[src/rtl/evt_refresh_extract.sv]
`timescale 1ns/1ps
// -----------------------------------------------------------------------------
// evt_refresh_extract
//
// Consumer-side refresh extractor on the SNE time-event stream. Every
// EVT_UPDATE marker is removed from the stream. It is replaced by a req/ack
// refresh request that carries the timestamp of the EVT_TIME event that
// follows the marker. That EVT_TIME event is held upstream until the engine
// acknowledges the refresh. It is then forwarded unchanged.
//
// Event word layout (32 bits):
//   [31:28] op     : EVT_SPIKE=4'h1, EVT_TIME=4'h2, EVT_UPDATE=4'h3
//   [27:0]  value  : timestamp value for EVT_TIME events
//
// Parameters:
//   REFRESH_RATE : refresh period in cycles; must be a power of two
//   CNT_WIDTH    : width of the saturating refresh counter
//
// Ports:
//   clk_i, rst_ni              : clock, asynchronous active-low reset
//   enable_i                   : extraction enable; low = pure pass-through
//   evt_time_stream_dst_*      : incoming stream (valid/ready/evt)
//   evt_time_stream_src_*      : outgoing stream, with no EVT_UPDATE when enabled
//   refresh_req_o/refresh_ack_i: refresh handshake with the neuron engine
//   refresh_time_o             : timestamp of the pending/last refresh
//   refresh_cnt_o              : completed refreshes, saturating at all-ones
//   err_o                      : sticky sequence error
//
// Optional feature: define EVT_REFRESH_EXTRACT_CHECK_EN to enable the
// sequence checker. It flags a non-TIME follower, or a misaligned TIME
// follower, of an UPDATE marker. Without the macro, err_o is tied low.
// -----------------------------------------------------------------------------
module evt_refresh_extract #(
    parameter int unsigned REFRESH_RATE = 256,
    parameter int unsigned CNT_WIDTH    = 16
) (
    input  logic                 clk_i,
    input  logic                 rst_ni,
    input  logic                 enable_i,
    // incoming stream
    input  logic                 evt_time_stream_dst_valid,
    output logic                 evt_time_stream_dst_ready,
    input  logic [31:0]          evt_time_stream_dst_evt,
    // outgoing stream
    output logic                 evt_time_stream_src_valid,
    input  logic                 evt_time_stream_src_ready,
    output logic [31:0]          evt_time_stream_src_evt,
    // refresh interface
    output logic                 refresh_req_o,
    input  logic                 refresh_ack_i,
    output logic [27:0]          refresh_time_o,
    output logic [CNT_WIDTH-1:0] refresh_cnt_o,
    output logic                 err_o
);

    localparam int unsigned BIT_WIDTH = $clog2(REFRESH_RATE);

    localparam logic [3:0] EVT_TIME   = 4'h2;
    localparam logic [3:0] EVT_UPDATE = 4'h3;

    // A non-power-of-two rate would make the low-bit alignment meaningless.
    if ((1 << BIT_WIDTH) != REFRESH_RATE) begin : g_bad_rate
        $error("evt_refresh_extract: REFRESH_RATE must be a power of two");
    end

    typedef enum logic [1:0] {
        PASS,
        WAIT_TIME,
        REQ,
        FWD
    } state_e;

    state_e               state_q, state_d;
    logic [27:0]          refresh_time_q;
    logic [CNT_WIDTH-1:0] refresh_cnt_q;

    logic [3:0] dst_op;
    logic       is_update;
    logic       is_time;
    logic       time_ok;    // follower that may start a refresh request
    logic       time_take;  // capture timestamp, move to REQ
    logic       ack_take;   // handshake completes this cycle

    assign dst_op    = evt_time_stream_dst_evt[31:28];
    assign is_update = (dst_op == EVT_UPDATE);
    assign is_time   = (dst_op == EVT_TIME);

`ifdef EVT_REFRESH_EXTRACT_CHECK_EN
    logic seq_err;
    logic err_q;

    assign time_ok = is_time && (evt_time_stream_dst_evt[BIT_WIDTH-1:0] == '0);
    // Any follower that cannot start a request aborts the sequence.
    assign seq_err = (state_q == WAIT_TIME) && evt_time_stream_dst_valid && !time_ok;
`else
    assign time_ok = is_time;
`endif

    assign time_take = (state_q == WAIT_TIME) && evt_time_stream_dst_valid && time_ok;
    assign ack_take  = (state_q == REQ) && refresh_ack_i;

    // ---------------------------------------------------------------------
    // State and data registers
    // ---------------------------------------------------------------------
    // NOTE: sequential state uses non-blocking assignments only, so every
    // register samples pre-edge values regardless of statement order.
    always_ff @(posedge clk_i or negedge rst_ni) begin
        if (!rst_ni) begin
            state_q        <= PASS;
            refresh_time_q <= '0;
            refresh_cnt_q  <= '0;
        end else begin
            state_q <= state_d;
            if (time_take) begin
                refresh_time_q <= evt_time_stream_dst_evt[27:0];
            end
            if (ack_take && (refresh_cnt_q != '1)) begin
                refresh_cnt_q <= refresh_cnt_q + CNT_WIDTH'(1);
            end
        end
    end

`ifdef EVT_REFRESH_EXTRACT_CHECK_EN
    always_ff @(posedge clk_i or negedge rst_ni) begin
        if (!rst_ni) begin
            err_q <= 1'b0;
        end else if (seq_err) begin
            err_q <= 1'b1;
        end
    end

    assign err_o = err_q;
`else
    assign err_o = 1'b0;
`endif

    // ---------------------------------------------------------------------
    // Next-state logic
    // ---------------------------------------------------------------------
    // NOTE: each combinational block assigns defaults first, so no path
    // leaves an output unassigned and no latch is inferred.
    always_comb begin
        state_d = state_q;
        case (state_q)
            PASS: begin
                if (enable_i && evt_time_stream_dst_valid && is_update) begin
                    state_d = WAIT_TIME;
                end
            end
            WAIT_TIME: begin
                if (time_take) begin
                    state_d = REQ;
                end
`ifdef EVT_REFRESH_EXTRACT_CHECK_EN
                else if (seq_err) begin
                    // The offending event is still upstream; PASS handles it.
                    state_d = PASS;
                end
`endif
            end
            REQ: begin
                if (refresh_ack_i) begin
                    state_d = FWD;
                end
            end
            FWD: begin
                if (evt_time_stream_dst_valid && evt_time_stream_src_ready) begin
                    state_d = PASS;
                end
            end
            default: state_d = PASS;
        endcase
    end

    // ---------------------------------------------------------------------
    // Output logic: pass-through by default, overridden per state
    // ---------------------------------------------------------------------
    always_comb begin
        evt_time_stream_src_valid = evt_time_stream_dst_valid;
        evt_time_stream_src_evt   = evt_time_stream_dst_evt;
        evt_time_stream_dst_ready = evt_time_stream_src_ready;
        refresh_req_o             = 1'b0;
        case (state_q)
            PASS: begin
                // Consume and drop the marker without waiting on downstream.
                if (enable_i && evt_time_stream_dst_valid && is_update) begin
                    evt_time_stream_src_valid = 1'b0;
                    evt_time_stream_dst_ready = 1'b1;
                end
            end
            WAIT_TIME: begin
`ifdef EVT_REFRESH_EXTRACT_CHECK_EN
                evt_time_stream_src_valid = 1'b0;
                evt_time_stream_dst_ready = 1'b0;
`else
                // Non-TIME followers flow through; a TIME event is held.
                if (!(evt_time_stream_dst_valid && !is_time)) begin
                    evt_time_stream_src_valid = 1'b0;
                    evt_time_stream_dst_ready = 1'b0;
                end
`endif
            end
            REQ: begin
                refresh_req_o             = 1'b1;
                evt_time_stream_src_valid = 1'b0;
                evt_time_stream_dst_ready = 1'b0;
            end
            FWD: begin
                // The held TIME event is still on dst; the defaults forward it.
            end
            default: begin
                evt_time_stream_src_valid = 1'b0;
                evt_time_stream_dst_ready = 1'b0;
            end
        endcase
    end

    assign refresh_time_o = refresh_time_q;
    assign refresh_cnt_o  = refresh_cnt_q;

endmodule
[config.mk]
export PLATFORM = sky130hd
export DESIGN_NAME = evt_refresh_extract
export DESIGN_NICKNAME = d
export VERILOG_FILES = /design/src/rtl/evt_refresh_extract.sv
export SDC_FILE = /design/constraint.sdc
export NUM_CORES = 1
export LEC_CHECK = 0
export CAP_MARGIN = 20
export CORE_ASPECT_RATIO = 1.2
export CORE_MARGIN = 1
export CORE_UTILIZATION = 45
export CTS_BUF_LIST = sky130_fd_sc_hd__clkbuf_4 sky130_fd_sc_hd__clkbuf_8
export DETAILED_ROUTE_END_ITERATION = 8
export PLACE_DENSITY = 0.86
export SLEW_MARGIN = 20
export SYNTH_ARGS = -nofsm -noshare
export SYNTH_HDL_FRONTEND = slang
export SYNTH_SLANG_ARGS = --single-unit
[constraint.sdc]
create_clock -name clk_i -period 3.3 [get_ports clk_i]
set_input_delay 0.99 -clock clk_i [delete_from_list [all_inputs] [get_ports clk_i]]
set_output_delay 0.99 -clock clk_i [all_outputs]
set_load 0.005 [all_outputs]
# Word-level counts from Yosys, hierarchy flattened
# Cells that the tools add are included.
dict set report word_totals {
  register_bits 46
  latchBits 0
  ram_bits 0
  rom_bits 0
  input_bits 38
  word_cells 37
  n_memories 0
}
dict set report classes {
  addsub 1
  mul 0
  div 0
  n_lt_le_gt_ge 0
  eq_ne 10
  n_shift 0
  mux 12
  n_bitwise 0
  reduce_logical 11
}
# cell count
set op_table {}
lappend op_table {{$add 16x1->16 const B} 1}
lappend op_table {{$ne 16x16->1 const B} 1}
lappend op_table {{$eq 4x2->1 const B} 2}
lappend op_table {{$logic_and 1x1->1} 8}
lappend op_table {{$mux 2} 4}
lappend op_table {{$ne 2x2->1 const B} 4}
lappend op_table {{$pmux 2 s4} 1}
lappend op_table {{$pmux 1 s3} 2}
lappend op_table {{$mux 1} 5}
lappend op_table {{$eq 2x2->1 const B} 2}
lappend op_table {{$reduce_and 4->1} 1}
lappend op_table {{$eq 2x1->1 const B} 1}
lappend op_table {{$logic_not 2->1} 1}
lappend op_table {{$logic_not 1->1} 1}

# Logic depth before layout (Yosys ltp)
# Gate-level depths: netlist (run 1).
dict set report depth {
  word_depth 5
  depth_mapped 6
  ltp_nobuf 6
}

# Worst setup path before layout (run 1)
# OpenSTA, ideal clock, no wires.
dict set report synth_timing {
  path_kind {input port to output port}
  startpoint {input evt_time_stream_dst_evt[28]}
  endpoint {output evt_time_stream_dst_ready}
  arrival_ps 1929
  path_slack_ps 381
  cell_stages 4
  path_buffers 0
  cell_sequence {or4b_4 -> nor2b_1 -> o21ai_0 -> nand2_1}
}
dict set report synth_via {
  elab_chain_len 5
}
# element line_no
set synth_lines {}
lappend synth_lines {{from (decl)} 43} ;# input logic [31:0] evt_time_stream_dst_evt,
lappend synth_lines {{$eq 4x2->1} 86} ;# assign is_time = (dst_op == EVT_TIME);
lappend synth_lines {{$logic_not 1->1} 197} ;# if (!(evt_time_stream_dst_valid && !is_time)) begin
lappend synth_lines {{$logic_and 1x1->1} 197}
lappend synth_lines {{$mux 1} 197}
lappend synth_lines {{$pmux 1 s3 *} 183} ;# case (state_q)
lappend synth_lines {{to (decl)} 42} ;# output logic evt_time_stream_dst_ready,
# Every way passes the cells marked *; elsewhere a longest branch is shown, timed or not.

# Worst setup path after layout (run 1)
# Same ends and word-level chain as after synthesis.

==> results of run 1 <==
## worst max-delay path by stage
stage,startpoint,endpoint,slack (ns),cells past startpoint
floorplan,evt_time_stream_dst_evt[28],evt_time_stream_dst_ready,0.38,4
global placement,evt_time_stream_dst_evt[29],evt_time_stream_dst_ready,-0.43,6
detailed placement,evt_time_stream_dst_evt[29],evt_time_stream_dst_ready,-0.50,6
CTS,evt_time_stream_dst_evt[31],evt_time_stream_src_valid,0.007,5
global route,evt_time_stream_dst_evt[28],evt_time_stream_dst_ready,0.008,6
finish,evt_time_stream_dst_evt[28],evt_time_stream_dst_ready,0.06,6
## metal layers
metal	track usage (%)	vias to the layer above	part of all wire, %	wire length [um]
met3	5.340	6	5.7	294
met5	0	-	0	0
met1	22.11	852	39	2046
met2	33.27	70	54	2787
met4	5.195	0	1.3	70
li1	-	843	-	-
## where the power goes
group          leakage [uW]  internal [uW]  total [uW]  switching [uW]
Combinational      0.000921            651         962             312
Clock             0.0000714            323         503             180
Sequential         0.000608            749         879             130
Total               0.00160           1720        2340             621
## kinds of logic (layout without fill, tap and decap cells)
family	count (synthesis)	in the layout	synth area share (%)
adders and majority gates	7	7	3.575
other	1	1	0.1531
buffers and inverters	37	132	12.05
muxes	31	31	17.42
and+or+nand+nor	48	48	12.36
xor gates and xnor gates	10	10	3.575
DFF	46	46	46.99
AOI/OAI and AO/OA	16	16	3.882
## worst max-delay path, cell delays in order
cell and delay [ns]:
dlygate4sd2_1 0.24, or4b_4 0.55, nor2b_1 0.15, o21ai_1 0.14, nand2_1 0.06, buf_2 0.13
## stage by stage
step	util, %	power (uW)	TNS (ns)	worst slack, ns	instance area (um2)
detailed placement	65.64	1869	-0.9976	-0.5025	3453
floorplan	-	1310	0	0.3813	2450
CTS	68.23	2375	0	0.006927	3590
global route	68.16	2490	0	0.007770	3586
finish	68.16	2344	0	0.06379	3586
global placement	65.64	1831	-0.8267	-0.4303	3453
## final cells by class
type / count / share of cell area, %
multi-input combinational: 113 / 28.05
sequential: 46 / 32.10
inverter: 2 / 0.2094
clock buffer: 6 / 2.303
tap: 62 / 2.163
clock inverter: 2 / 1.675
timing repair buffer: 122 / 33.50
## registers in the layout, summed over array words and instances, names as in the netlist
signal          count
refresh_cnt_o      16
refresh_time_o     28
state_q             2
## cell usage after synthesis
master	count
a211oi_1	1
a21boi_0	1
a21oi_1	4
a31oi_1	3
and3_1	1
and4_1	2
buf_12	2
buf_4	33
conb_1	1
dfrtp_1	46
ha_1	7
inv_1	2
mux2_2	9
mux2_4	21
mux2i_1	1
nand2_1	10
nand3_1	6
nand3_2	1
nand4_1	6
nor2_1	6
nor2_8	1
nor2b_1	2
nor3_1	6
nor3b_1	1
nor4_4	1
nor4b_2	1
o21a_1	1
o21ai_0	5
o21ai_2	1
or2_2	1
or3_1	1
or3b_2	1
or4b_4	1
xnor2_1	4
xor2_1	6
## timing repair
item / 4_1_cts / 5_1_grt
pin swaps: 2 / 2
resized for setup: 14 / 1
endpoints found under the setup margin: 2 / 2
==> flow_summary.json, run 1 <==
{
  "remaining_drc_errors": 0,
  "skew_ns": 0.01026,
  "vias": 1771,
  "worst_slew_pin_slew_ns": 0.5581,
  "antenna_found_initial": 0,
  "hold_depth": 1,
  "ios": 118,
  "fin_cells": 353,
  "slew_viol_final": 0,
  "status": "complete, no violations",
  "coreArea_um2": 5261,
  "grt_first_pass_wirelength_um": 8638,
  "dp_cells": 345,
  "totalWireLength_um": 5197,
  "reg2reg_to": "refresh_cnt_o[13]",
  "final_hold_viol_count": 0,
  "fillCellCount": 385,
  "diodes": 0,
  "synthesis.area_um2": 2450,
  "cts_tree": "done",
  "drtIter0Drc": 89,
  "cts_buffers": 5,
  "path_class": "primary input to primary output",
  "clock_sinks": 46,
  "hold_path.class": "register to register",
  "r2r-start": "state_q[0]",
  "p_leak_uw": 0.001601,
  "avgSynthCellArea_um2": 12.50,
  "ys_seq_elements": 46,
  "grt_usage_pct": 18.82,
  "synth_top_area_share_pct": 46.99,
  "cp_data_arrival_time_ns": 2.25,
  "max_freq_mhz": 309.0,
  "overflow": 0,
  "r2r_slack_ns": 1.37,
  "hold_slack_ns": 0.5107,
  "setup_violations": 0,
  "layout.nets": 335,
  "post-cts-setup-buffer-count": 0,
  "hold_buffers": 0,
  "cts_buffer_depth": 2,
  "drtAntennaViolNets": 0,
  "fin_crit_sh_pct": 98.07,
  "die_w_um": 69.36,
  "initial_core_util_pct": 46.56,
  "routabilityCongestion": 0.7723,
  "max_slew_margin_pct": 62.79,
  "worstSkewPairLatency_ns": 0.29,
  "start_kind": "primary input",
  "die_area_um2": 5744,
  "port-buffer-count": 116,
  "multi_input_area_um2": 1006,
  "grt_pass1_vias": 1765,
  "drive_gt1_share_pct": 18.90,
  "h-tree-depth": 2,
  "cts-root-buf": "clkbuf_8",
  "timing.final.crit_period_ns": 3.236,
  "rsz0062_at_grt": "no",
  "ys_seq_area_share_pct": 46.99,
  "yosysTopAreaCell": "dfrtp_1",
  "synth_cell_types": 35,
  "viasPerCell": 5.017,
  "die_h_um": 82.83,
  "placementRows": 29,
  "synth_area_leaders": "dfrtp_1 47%, mux2_4 13%, buf_4 10%",
  "worstPathMaxFanout": 3,
  "yosys_warnings": 0,
  "wl_per_cell_um": 14.72,
  "drt_first_pass_iters": 4,
  "maxCapViolCount": 0,
  "layout_commonest_cell": "clkdlybuf4s50_1",
  "place_hpwl_um": 4011,
  "cp_data_required_time_ns": 2.31,
  "path_clk_slew_ns": 0.08,
  "area_delta_synth_final_pct": 46.37,
  "critPathCaptureType": "primary output",
  "whs_endpoint": "refresh_time_o[27]",
  "rr_worst_depth": 6,
  "ir_drop_v": 0.0004061,
  "synthesis.nets": 241,
  "p_per_area_nw_per_um2": 653.7,
  "grt_start_max_net_pins": 47,
  "synthCells": 196,
  "register_area_um2": 1151,
  "layout_common_cells": "109 x clkdlybuf4s50_1, 46 x dfrtp_1, 21 x mux2_4",
  "hp-start": "refresh_time_o[27]"
}
No activity file was read; power rests on OpenSTA's default activity.
==> run 2: changes to the inputs <==
--- a/config.mk
+++ b/config.mk
@@ -11,7 +11,7 @@
 export CORE_UTILIZATION = 45
 export CTS_BUF_LIST = sky130_fd_sc_hd__clkbuf_4 sky130_fd_sc_hd__clkbuf_8
 export DETAILED_ROUTE_END_ITERATION = 8
-export PLACE_DENSITY = 0.86
+export PLACE_DENSITY = 0.95
 export SLEW_MARGIN = 20
 export SYNTH_ARGS = -nofsm -noshare
 export SYNTH_HDL_FRONTEND = slang
==> flow_summary.json, run 2 (synthesis gave the netlist of run 1 again) <==
{
  "cts-root-buf": "clkbuf_8",
  "placed_area_um2": 3453,
  "power.internal_uw": 1654,
  "grt_usage_pct": 19.71,
  "cts_buffers": 5,
  "reg2reg_to": "refresh_time_o[7]",
  "setup-tns-final_ns": 0,
  "rr_worst_depth": 7,
  "vias": 1770,
  "dp_slack_ns": -0.5196,
  "diodes": 0,
  "worst_slew_pin_slew_ns": 0.5494,
  "layout.nets": 335,
  "final_hold_viol_count": 0,
  "critPathCaptureType": "primary output",
  "skew_ns": 0.005448,
  "clkPwrFrac_pct": 18.1,
  "p_per_area_nw_per_um2": 637.3,
  "grt_pass1_vias": 1805,
  "cp_data_arrival_time_ns": 2.27,
  "totalWireLength_um": 5415,
  "cp_data_required_time_ns": 2.31,
  "area_delta_synth_final_pct": 46.02,
  "timing.final.crit_period_ns": 3.263,
  "ir_drop_v": 0.0004193,
  "crit_buf_inv": 2,
  "viasPerCell": 5.014,
  "place_hpwl_um": 4232,
  "status": "complete, no violations",
  "fin_ws_ns": 0.03660,
  "maxCapViolCount": 0,
  "fin_crit_sh_pct": 98.89,
  "grt_first_pass_wirelength_um": 8990,
  "crit_family": "simple AND/OR/NAND/NOR gates",
  "combPwrFrac_pct": 43.0,
  "cts_tree": "done",
  "die_h_um": 82.83,
  "fillCellCount": 406,
  "drtAntennaViolNets": 0,
  "wl_per_cell_um": 15.34,
  "worstPathMaxFanout": 3,
  "path_class": "primary input to primary output",
  "layout_commonest_cell": "clkdlybuf4s50_1",
  "fin_util_pct": 67.99,
  "path_clk_slew_ns": 0.07,
  "whs_endpoint": "refresh_time_o[14]",
  "max_slew_margin_pct": 63.38,
  "slew_viol_final": 0,
  "hold_buffers": 0,
  "p_leak_uw": 0.001599,
  "routabilityCongestion": 0.8126,
  "largest_reg_flops": 28,
  "drt_first_pass_iters": 6,
  "slowest_stage": "or4b_4",
  "path_cells": "dlygate4sd2_1 > or4b_4 > nor2b_4 > o21ai_1 > nand2_1 > buf_2",
  "p_sw_uw": 626.2,
  "antenna_found_initial": 0,
  "hold_path.class": "register to register",
  "drtIter0Drc": 58,
  "max_freq_mhz": 306.4,
  "rsz0062_at_grt": "no",
  "cts_buffer_depth": 2,
  "hold_depth": 1,
  "start_kind": "primary input",
  "placementRows": 29,
  "p_sw_share_pct": 27.46,
  "die_w_um": 69.36,
  "r2r_slack_ns": 1.32,
  "grt_start_max_net_pins": 47,
  "coreArea_um2": 5261,
  "hp-start": "refresh_time_o[14]",
  "overflow": 0,
  "max_stage_delay_ns": 0.54,
  "ios": 118,
  "port-buffer-count": 116,
  "seqPwrFrac_pct": 38.9,
  "clock_sinks": 46,
  "setup_violations": 0,
  "initial_core_util_pct": 46.56,
  "remaining_drc_errors": 0,
  "drive_gt1_share_pct": 19.59,
  "layout_common_cells": "109 x clkdlybuf4s50_1, 46 x dfrtp_1, 21 x mux2_4",
  "postLayoutCellArea_um2": 3577,
  "worstSkewPairLatency_ns": 0.28,
  "r2r-start": "state_q[1]",
  "die_area_um2": 5744,
  "h-tree-depth": 2
}
-- run 2: what timing repair did --
item                                    4_1_cts  5_1_grt
pin swaps                                     2        2
gates resized for setup                      17        0
cloned                                        0        0
setup buffers                                 0        0
hold endpoints to repair                      0        0
endpoints found under the setup margin        2        1
-- run 2: layout make-up --
cell class	count	area (um2)	area share, %
flip-flops and latches	46	1151	32.18
repair buffers	122	1206	33.72
clock buffers	7	83.83	2.343
multi-input cells	113	1021	28.54
clock inverters	1	30.03	0.8395
inverters	2	7.507	0.2099
well taps	62	77.57	2.169
-- run 2: how the worst max path moves through the flow --
| stage | slack, ns | depth (start not counted) | from | endpoint |
|---|---|---|---|---|
| after floorplan | 0.38 | 4 | evt_time_stream_dst_evt[28] | evt_time_stream_dst_ready |
| after global placement | -0.43 | 6 | evt_time_stream_dst_evt[28] | evt_time_stream_dst_ready |
| after detailed placement | -0.52 | 6 | evt_time_stream_dst_evt[29] | evt_time_stream_dst_ready |
| after CTS | 0.02 | 6 | evt_time_stream_dst_evt[31] | evt_time_stream_dst_ready |
| after global routing | 0.008 | 6 | evt_time_stream_dst_evt[31] | evt_time_stream_dst_ready |
| final | 0.04 | 6 | evt_time_stream_dst_evt[31] | evt_time_stream_dst_ready |
-- run 2: metrics by stage --
| stage | power (uW) | hold WS, ns | std cells |
|---|---|---|---|
| CTS | 2314 | 0.5123 | 353 |
| detailed placement | 1882 | 0.4932 | 345 |
| floorplan | 1310 | 0.4958 | 196 |
| finish | 2280 | 0.5087 | 353 |
| global route | 2422 | 0.5269 | 353 |
| global placement | 1826 | 0.4906 | 345 |
-- run 2: power groups by stage --
stage                     Combinational (uW)  Clock, uW  Sequential, uW
after global routing                    1050        459             913
after floorplan                          418          0             892
after CTS                                995        430             889
after global placement                   948          0             878
final                                    979        413             887
after detailed placement                 983          0             899
-- run 2: routing by layer --
metal,wire length [um],up-vias,track usage (%)
met5,0,-,0
met4,36,0,3.896
met3,307,6,5.340
met2,3082,70,37.78
met1,1989,860,21.35
li1,-,834,-
==> run 3: changes to the inputs <==
--- a/config.mk
+++ b/config.mk
@@ -8,10 +8,10 @@
 export CAP_MARGIN = 20
 export CORE_ASPECT_RATIO = 1.2
 export CORE_MARGIN = 1
-export CORE_UTILIZATION = 45
+export CORE_UTILIZATION = 42
 export CTS_BUF_LIST = sky130_fd_sc_hd__clkbuf_4 sky130_fd_sc_hd__clkbuf_8
 export DETAILED_ROUTE_END_ITERATION = 8
-export PLACE_DENSITY = 0.95
+export PLACE_DENSITY = 0.94
 export SLEW_MARGIN = 20
 export SYNTH_ARGS = -nofsm -noshare
 export SYNTH_HDL_FRONTEND = slang
==> constraint.sdc (replaced) <==
create_clock -name clk_i -period 3.55 [get_ports clk_i]
set_input_delay 1.065 -clock clk_i [delete_from_list [all_inputs] [get_ports clk_i]]
set_output_delay 1.065 -clock clk_i [all_outputs]
set_load 0.005 [all_outputs]
==> flow_summary.json, run 3 (synthesis gave the netlist of run 1 again) <==
{
  "finalPower_uw": 2135,
  "cp_data_arrival_time_ns": 2.42,
  "layout_common_cells": "109 x clkdlybuf4s50_1, 46 x dfrtp_1, 21 x mux2_4",
  "totalWireLength_um": 5634,
  "coreArea_um2": 5630,
  "drtIter0Drc": 92,
  "maxCapViolCount": 0,
  "diodes": 0,
  "timing.final.crit_period_ns": 3.483,
  "antenna_found_initial": 0,
  "fin_crit_sh_pct": 98.11,
  "max_stage_delay_ns": 0.57,
  "p_leak_uw": 0.001600,
  "setup-tns-final_ns": 0,
  "reg2reg_to": "refresh_time_o[3]",
  "drt_first_pass_iters": 4,
  "whs_endpoint": "refresh_time_o[4]",
  "die_w_um": 71.72,
  "status": "complete, no violations",
  "start_kind": "primary input",
  "die_area_um2": 6144,
  "worstSkewPairLatency_ns": 0.29,
  "path_cells": "dlygate4sd2_1 > or4b_4 > nor2b_4 > o21ai_2 > nand2_1 > clkdlybuf4s15_1",
  "clock_sinks": 46,
  "max_slew_margin_pct": 61.12,
  "area_delta_synth_final_pct": 46.48,
  "cts_buffers": 5,
  "final_hold_viol_count": 0,
  "max_freq_mhz": 287.1,
  "ir_drop_v": 0.0003339,
  "fillCellCount": 462,
  "dp_cells": 346,
  "path_clk_slew_ns": 0.08,
  "vias": 1788,
  "cts-root-buf": "clkbuf_8",
  "path_class": "primary input to primary output",
  "rr_worst_depth": 7,
  "layout_commonest_cell": "clkdlybuf4s50_1",
  "setup_violations": 0,
  "hp-start": "refresh_time_o[4]",
  "fin_cells": 355,
  "drtAntennaViolNets": 0,
  "dp_slack_ns": -0.4365,
  "routabilityCongestion": 0.8318,
  "hold_depth": 1,
  "remaining_drc_errors": 0,
  "grt_start_max_net_pins": 47,
  "multi_input_area_um2": 1026,
  "viasPerCell": 5.037,
  "placementRows": 30,
  "r2r-start": "state_q[1]",
  "initial_core_util_pct": 43.51,
  "fin_ws_ns": 0.06719,
  "slew_viol_final": 0,
  "wl_per_cell_um": 15.87,
  "layout.nets": 335,
  "skew_ns": 0.006907,
  "overflow": 0,
  "slowest_stage": "or4b_4",
  "worst_slew_pin_slew_ns": 0.5832,
  "grt_pass1_vias": 1762,
  "worstPathMaxFanout": 3,
  "rsz0062_at_grt": "no",
  "cts_buffer_depth": 2,
  "ios": 118,
  "r2r_slack_ns": 1.50,
  "register_area_um2": 1151,
  "grt_usage_pct": 18.52,
  "critPathCaptureType": "primary output",
  "grt_first_pass_wirelength_um": 8832,
  "die_h_um": 85.67,
  "cts_tree": "done",
  "p_per_area_nw_per_um2": 594.9,
  "place_hpwl_um": 4198,
  "hold_path.class": "register to register",
  "port-buffer-count": 116,
  "drive_gt1_share_pct": 19.59,
  "h-tree-depth": 2,
  "largest_reg_flops": 28,
  "cp_data_required_time_ns": 2.48
}
[run 3: changes by cell type in the layout (fill, tap and decap cells not counted)]
cell,change
buf_2,-1
nor3_2,+1
nor3_1,-1
dlygate4sd2_1,+1
[run 3: power breakdown]
part	leakage [uW]	switching (uW)	total, uW	internal, uW
Sequential	0.000608	124	821	697
Clock	0.0000593	171	397	226
Combinational	0.000933	301	916	615
Total	0.00160	596	2130	1540
[run 3: final cells by class]
| class | count | area share, % |
|---|---|---|
| clock inverters | 1 | 0.8368 |
| repair buffers | 122 | 33.72 |
| clock buffers | 7 | 2.336 |
| multi-input cells | 113 | 28.59 |
| flip-flops and latches | 46 | 32.08 |
| well taps | 64 | 2.232 |
| inverters | 2 | 0.2092 |
[run 3: routing by layer]
metal  up-vias  GRT usage, %  part of all wire [%]
met3         5         4.465                   7.0
met2        82         34.13                    54
li1        836             -                     -
met5         -             0                     0
met1       865         21.24                    38
met4         0         4.813                  0.73
[run 3: per-stage QoR]
step	cell area, um2	hold WS [ns]	util, %
after global placement	3448	0.4914	61.24
final	3588	0.5127	63.73
after floorplan	2450	0.4958	-
after detailed placement	3448	0.4927	61.24
after global routing	3588	0.5217	63.73
after CTS	3577	0.5143	63.53
[run 3: how the worst max path moves through the flow]
| stage | from | cells past startpoint | end | slack (ns) |
|---|---|---|---|---|
| floorplan | evt_time_stream_dst_evt[28] | 4 | evt_time_stream_dst_ready | 0.48 |
| global placement | evt_time_stream_dst_evt[28] | 6 | evt_time_stream_dst_ready | -0.33 |
| detailed placement | evt_time_stream_dst_evt[29] | 5 | evt_time_stream_src_valid | -0.44 |
| CTS | evt_time_stream_dst_evt[30] | 6 | evt_time_stream_dst_ready | 0.008 |
| global route | evt_time_stream_dst_evt[28] | 5 | evt_time_stream_src_valid | 0.02 |
| finish | evt_time_stream_dst_evt[28] | 6 | evt_time_stream_dst_ready | 0.07 |
[run 3: what timing repair did]
action,in CTS,in global routing
setup buffers,1,0
cloned,0,0
pin swaps,2,1
endpoints found under the setup margin,2,2
resized for setup,11,3
hold buffers,0,0
[run 3: critical path, delay by kind of cell]
kind            cells  cell delay, ns
compound gates      1            0.13
buf+inv             2            0.45
simple gates        3            0.77
